**config.mk**
```make
export PLATFORM = sky130hd
export DESIGN_NAME = hex_scroll_ctrl
export DESIGN_NICKNAME = d
export VERILOG_FILES = /design/src/rtl/hex_scroll_ctrl.sv
export SDC_FILE = /design/constraint.sdc
export NUM_CORES = 1
export LEC_CHECK = 0
export BUFFER_PORTS_ARGS = -buffer_cell sky130_fd_sc_hd__buf_4
export CELL_PAD_IN_SITES_DETAIL_PLACEMENT = 2
export CELL_PAD_IN_SITES_GLOBAL_PLACEMENT = 2
export CORE_ASPECT_RATIO = 0.9
export CORE_UTILIZATION = 34
export CTS_CLUSTER_DIAMETER = 50
export CTS_CLUSTER_SIZE = 10
export DETAILED_ROUTE_END_ITERATION = 8
export PLACE_DENSITY_LB_ADDON = 0.1
export SLEW_MARGIN = 30
export SYNTH_ARGS = -nofsm -noshare
export SYNTH_HDL_FRONTEND = slang
export SYNTH_SLANG_ARGS = --single-unit
```
**constraint.sdc**
```tcl
create_clock -name CLOCK_50 -period 2.4 [get_ports CLOCK_50]
set_input_delay 0.12 -clock CLOCK_50 [delete_from_list [all_inputs] [get_ports CLOCK_50]]
set_output_delay 0.12 -clock CLOCK_50 [all_outputs]
set_load 0.02 [all_outputs]
```
**src/rtl/hex_scroll_ctrl.sv**
```systemverilog
// hex_scroll_ctrl
//   Scrolls the 8-character message "HELLO   " across a four-digit
//   seven-segment display. A prescaler paces automatic scrolling; the
//   run/idle/step FSM adds pause and single-step. Direction is selectable.
//
// Ports
//   CLOCK_50          in   system clock, rising-edge
//   RESETN            in   asynchronous active-low reset
//   run               in   async level, 1 = auto-scroll
//   dir               in   async level, 0 = left (pos+1), 1 = right (pos-1)
//   step_req          in   async, rising edge requests one step while idle
//   pos[2:0]          out  message index shown on HEX3
//   tick              out  one-cycle pulse ahead of each automatic advance
//   HEX3..HEX0[6:0]   out  active-low segments, bit0=a .. bit6=g

// One display digit: message ROM lookup plus segment encoding.
module hex_scroll_digit (
  input  logic [2:0] i_idx,
  output logic [6:0] o_seg
);
  always_comb begin
    o_seg = 7'b1111111;
    case (i_idx)
      3'd0:    o_seg = 7'b0001001; // H
      3'd1:    o_seg = 7'b0000110; // E
      3'd2:    o_seg = 7'b1000111; // L
      3'd3:    o_seg = 7'b1000111; // L
      3'd4:    o_seg = 7'b1000000; // O
      default: o_seg = 7'b1111111; // blank
    endcase
  end
endmodule

module hex_scroll_ctrl #(
  parameter int TICK_DIV = 50_000_000
) (
  input  logic       CLOCK_50,
  input  logic       RESETN,
  input  logic       run,
  input  logic       dir,
  input  logic       step_req,
  output logic [2:0] pos,
  output logic       tick,
  output logic [6:0] HEX3,
  output logic [6:0] HEX2,
  output logic [6:0] HEX1,
  output logic [6:0] HEX0
);

  localparam int          NUM_DIG = 4;
  localparam logic [25:0] TERM    = 26'(TICK_DIV - 1);

  typedef enum logic [1:0] {S_IDLE, S_RUN, S_STEP} state_t;

  state_t      r_state, w_state_nxt;
  logic [25:0] r_cnt, w_cnt_nxt;
  logic [2:0]  r_pos, w_pos_nxt;
  logic        w_adv, w_tick;

  // 2-FF synchronizers; bit 1 is the usable (second-stage) value.
  logic [1:0]  r_run_sync, r_dir_sync, r_step_sync;
  logic        r_step_prev;
  logic        w_run_s, w_dir_s, w_step_s, w_step_rise;

  assign w_run_s     = r_run_sync[1];
  assign w_dir_s     = r_dir_sync[1];
  assign w_step_s    = r_step_sync[1];
  assign w_step_rise = w_step_s & ~r_step_prev;

  always_ff @(posedge CLOCK_50 or negedge RESETN) begin
    if (!RESETN) begin
      r_run_sync  <= '0;
      r_dir_sync  <= '0;
      r_step_sync <= '0;
      r_step_prev <= 1'b0;
    end else begin
      r_run_sync  <= {r_run_sync[0],  run};
      r_dir_sync  <= {r_dir_sync[0],  dir};
      r_step_sync <= {r_step_sync[0], step_req};
      r_step_prev <= w_step_s;
    end
  end

  always_ff @(posedge CLOCK_50 or negedge RESETN) begin
    if (!RESETN) begin
      r_state <= S_IDLE;
      r_cnt   <= '0;
      r_pos   <= '0;
    end else begin
      r_state <= w_state_nxt;
      r_cnt   <= w_cnt_nxt;
      r_pos   <= w_pos_nxt;
    end
  end

  always_comb begin
    w_state_nxt = r_state;
    w_cnt_nxt   = r_cnt;
    w_adv       = 1'b0;
    w_tick      = 1'b0;
    case (r_state)
      S_IDLE: begin
        w_cnt_nxt = '0;
        // run wins over a coincident step request; the step is dropped.
        if (w_run_s)          w_state_nxt = S_RUN;
        else if (w_step_rise) w_state_nxt = S_STEP;
      end
      S_RUN: begin
        // Stopping beats a terminal count on the same edge.
        if (!w_run_s) begin
          w_state_nxt = S_IDLE;
          w_cnt_nxt   = '0;
        end else if (r_cnt == TERM) begin
          w_tick    = 1'b1;
          w_adv     = 1'b1;
          w_cnt_nxt = '0;
        end else begin
          w_cnt_nxt = r_cnt + 26'd1;
        end
      end
      S_STEP: begin
        w_adv       = 1'b1;
        w_state_nxt = S_IDLE;
      end
      default: w_state_nxt = S_IDLE;
    endcase
  end

  // dir_s is sampled on the advancing edge; 3-bit wrap in both directions.
  assign w_pos_nxt = !w_adv  ? r_pos :
                     w_dir_s ? r_pos - 3'd1 : r_pos + 3'd1;

  assign pos  = r_pos;
  assign tick = w_tick;

  // Digit k shows msg[pos+k]; digit 0 drives HEX3.
  logic [NUM_DIG-1:0][6:0] w_seg;

  for (genvar g = 0; g < NUM_DIG; g++) begin : g_dig
    logic [2:0] w_idx;
    assign w_idx = r_pos + 3'(g);
    hex_scroll_digit u_dig (
      .i_idx (w_idx),
      .o_seg (w_seg[g])
    );
  end

  assign HEX3 = w_seg[0];
  assign HEX2 = w_seg[1];
  assign HEX1 = w_seg[2];
  assign HEX0 = w_seg[3];

endmodule

```
==> flow_summary.yaml <==
status:
  status: "finished clean"
synth:
  synth_top_area_frac: 0.4069
  synth_area_leader_cell: "dfrtp_1"
  ys.flop_type: "dfrtp_1"
  synth_seq_cells: 38
  synth_edf_count: 0
  synth_async_sr_flop_share: 1.000
  ys.warnings.count: 0
  syn_nets: 287
  synthesis.area_um2: 2337
  synthTopCellsByArea: "dfrtp_1, ha_1, nand2_1"
  synth-seq-area-share: 0.4069
  syn_inst: 265
  postSynthAreaPerCell_um2: 8.820
  synth_cell_types: 43
final_layout:
  drive_gt1_frac: 0.2328
  insertedDiodeCount: 0
  final_common_cell: "buf_4"
  multi_input_area_um2: 1261
  area_growth_pct: 21.89
  nets: 326
  mostFrequentLayoutCells: "buf_4, dfrtp_1, nand2_1, nor2_1, o21ai_0"
  seqCellArea_um2: 953.4
  num-fill-cells: 753
  fin_cells: 395
timing:
  max_freq_ghz: 0.4277
  period_needed_ns: 2.338
  skew_ns: 0.008067
  worst_pin_slew_ns: 0.5185
  timing.final.ws_setup_ns: 0.06177
  rsz0062_at_grt: "true"
  slew_headroom: 0.6543
  period_share: 0.9743
  finalSetupViolCount: 0
  hold_viol: 0
  drv_slew: 0
power_and_ir_drop:
  p_total_w: 0.003759
  cellLeakagePower_nw: 1.261
  p_per_area_nw_per_um2: 1319
  vdd_drop_max_mv: 0.4445
worst_setup_path:
  crit_top_cell: "ha_2"
  slowest_delay_ns: 0.45
  worstPathArrival_ns: 2.22
  crit_path_end_kind: "output port"
  cp_num_cells: 7
  path_class: "reg -> out"
  cpLargestDelayFamily: "simple AND/OR/NAND/NOR gates"
  cp_slowest_cell: "dfrtp_2"
  r2r_cells: 5
  cp_max_fo: 6
  critPathBufInv: 2
  path_cells: "inv_2, ha_2, ha_2, nor4_2, or2_2, or3_1, buf_4"
  crit_path_start_kind: "flip-flop"
  crit_required_ns: 2.28
global_routing:
  grt_pass1_vias: 2118
  grtUsageTotal: 0.1998
  grt_max_degree: 39
  grt_antenna_before_repair: 0
  grt_overflow_total: 0
  grt_pass1_wl_um: 10740
detailed_routing:
  drt-pass1-iter-count: 4
  wirelength_um: 6558
  drc: 0
  vias_per_cell: 5.316
  ant_nets: 0
  via_count: 2100
  routedWlPerCell_um: 16.60
  drt-initial-drc-count: 59
placed_design:
  io_buffers: 36
  globalplace.congestion: 0.7634
  place_hpwl_um: 4804
  pre_cts_slack_ns: 0.1664
  placed_cells: 381
clocking:
  cts-htree-levels: 2
  cts_tree: "done"
  ctsRootBufferMaster: "clkbuf_8"
  cts-buffers-inserted: 5
  cts_num_sinks: 38
  path_clk_slew_ns: 0.07
  clk_path_buf_depth: 2
  clk_latency_ns: 0.30
flow_run:
  maxCapViolations: 0
floorplanning:
  rows: 28
  initial_core_util: 0.3530
  core_area_um2: 6621
  dieArea_um2: 7210
  die_h_um: 80.66
  die_w_um: 89.40
  io_pins: 37
worst_hold_path:
  hold_class: "in -> async"
[layer usage]
metal,GRT usage,wire length [um],vias up
met1,0.2665,3120,1063
met3,0.03700,189,7
met5,0,0,-
met4,0.06349,78,0
met2,0.3252,3169,37
li1,-,-,993
[flip-flops by register name, summed over array words and instances, names as in the netlist]
register     count
r_step_prev      1
r_dir_sync       2
r_state          2
r_step_sync      2
pos              3
r_run_sync       2
r_cnt           26
[cells in the mapped netlist (all sizes together) (4+ instances only)]
cell type	number
o21ai	20
dfrtp	38
xnor2	11
a31oi	10
a21oi	12
or3	4
nor2	22
and3	6
buf	14
ha	17
nor4	4
or2	5
inv	14
nand4	5
nand3	8
nand2	33
nor3	11
[through the flow]
step           hold slack, ns  setup TNS (ns)  cell area, um2  utilization
3_5_place_dp           0.1352               0            2679       0.4046
2_1_floorplan         -0.1756               0            2349            -
6_report               0.3441               0            2849       0.4303
5_1_grt                0.3567        -0.04087            2849       0.4303
3_3_place_gp           0.1293               0            2679       0.4046
4_1_cts                0.3547               0            2816       0.4254
[final cells by class]
cell class                 count  share of cell area
inverter                      14             0.01845
timing repair buffer          49              0.1326
sequential                    38              0.3347
clock buffer                   7             0.03030
clock inverter                 1            0.001757
tap                           90             0.03953
multi-input combinational    196              0.4427
[path summary, 6_finish.rpt]
path | from | end | slack (ns)
setup / recovery | pos[0] | HEX3[0] | 0.06
hold / removal | RESETN | r_cnt[21] | 0.34
setup reg to reg | r_cnt[11] | r_cnt[15] | 0.29
hold reg to reg | r_step_sync[0] | r_step_sync[1] | 0.35
max in group asynchronous | RESETN | pos[1] | 1.68
min in group CLOCK_50 | r_step_sync[0] | r_step_sync[1] | 0.35
[power by group]
part	internal, W	switching, W	total, W
Combinational	0.00104	0.00149	0.00254
Sequential	0.000698	0.0000625	0.000760
Clock	0.000232	0.000230	0.000462
[logic make-up (layout without fill, tap and decap cells)]
group	count (synthesis)	after routing	synth area share
xor gates and xnor gates	12	12	0.04497
DFF	38	38	0.4069
and+or+nand+nor	110	110	0.2388
AOI/OAI and AO/OA	54	54	0.1376
buffers and inverters	31	71	0.06745
adders and majority gates	17	17	0.09100
muxes	3	3	0.01338
[what timing repair did]
action                     in CTS  in global routing
hold endpoints to repair       41                  0
gates cloned                    0                  0
hold buffers                    4                  0
setup endpoints to repair       2                  9
buffers inserted                0                  2
gates resized for setup         5                  4
[worst register-to-register path, cell delays in order, from the launching register on]
cell	delay [ns]
dfrtp_1	0.45
nor4_1	0.30
nand4_1	0.21
o311a_2	0.61
nor2_1	0.32
nor2_1	0.09
(Power assumes the default switching activity.)
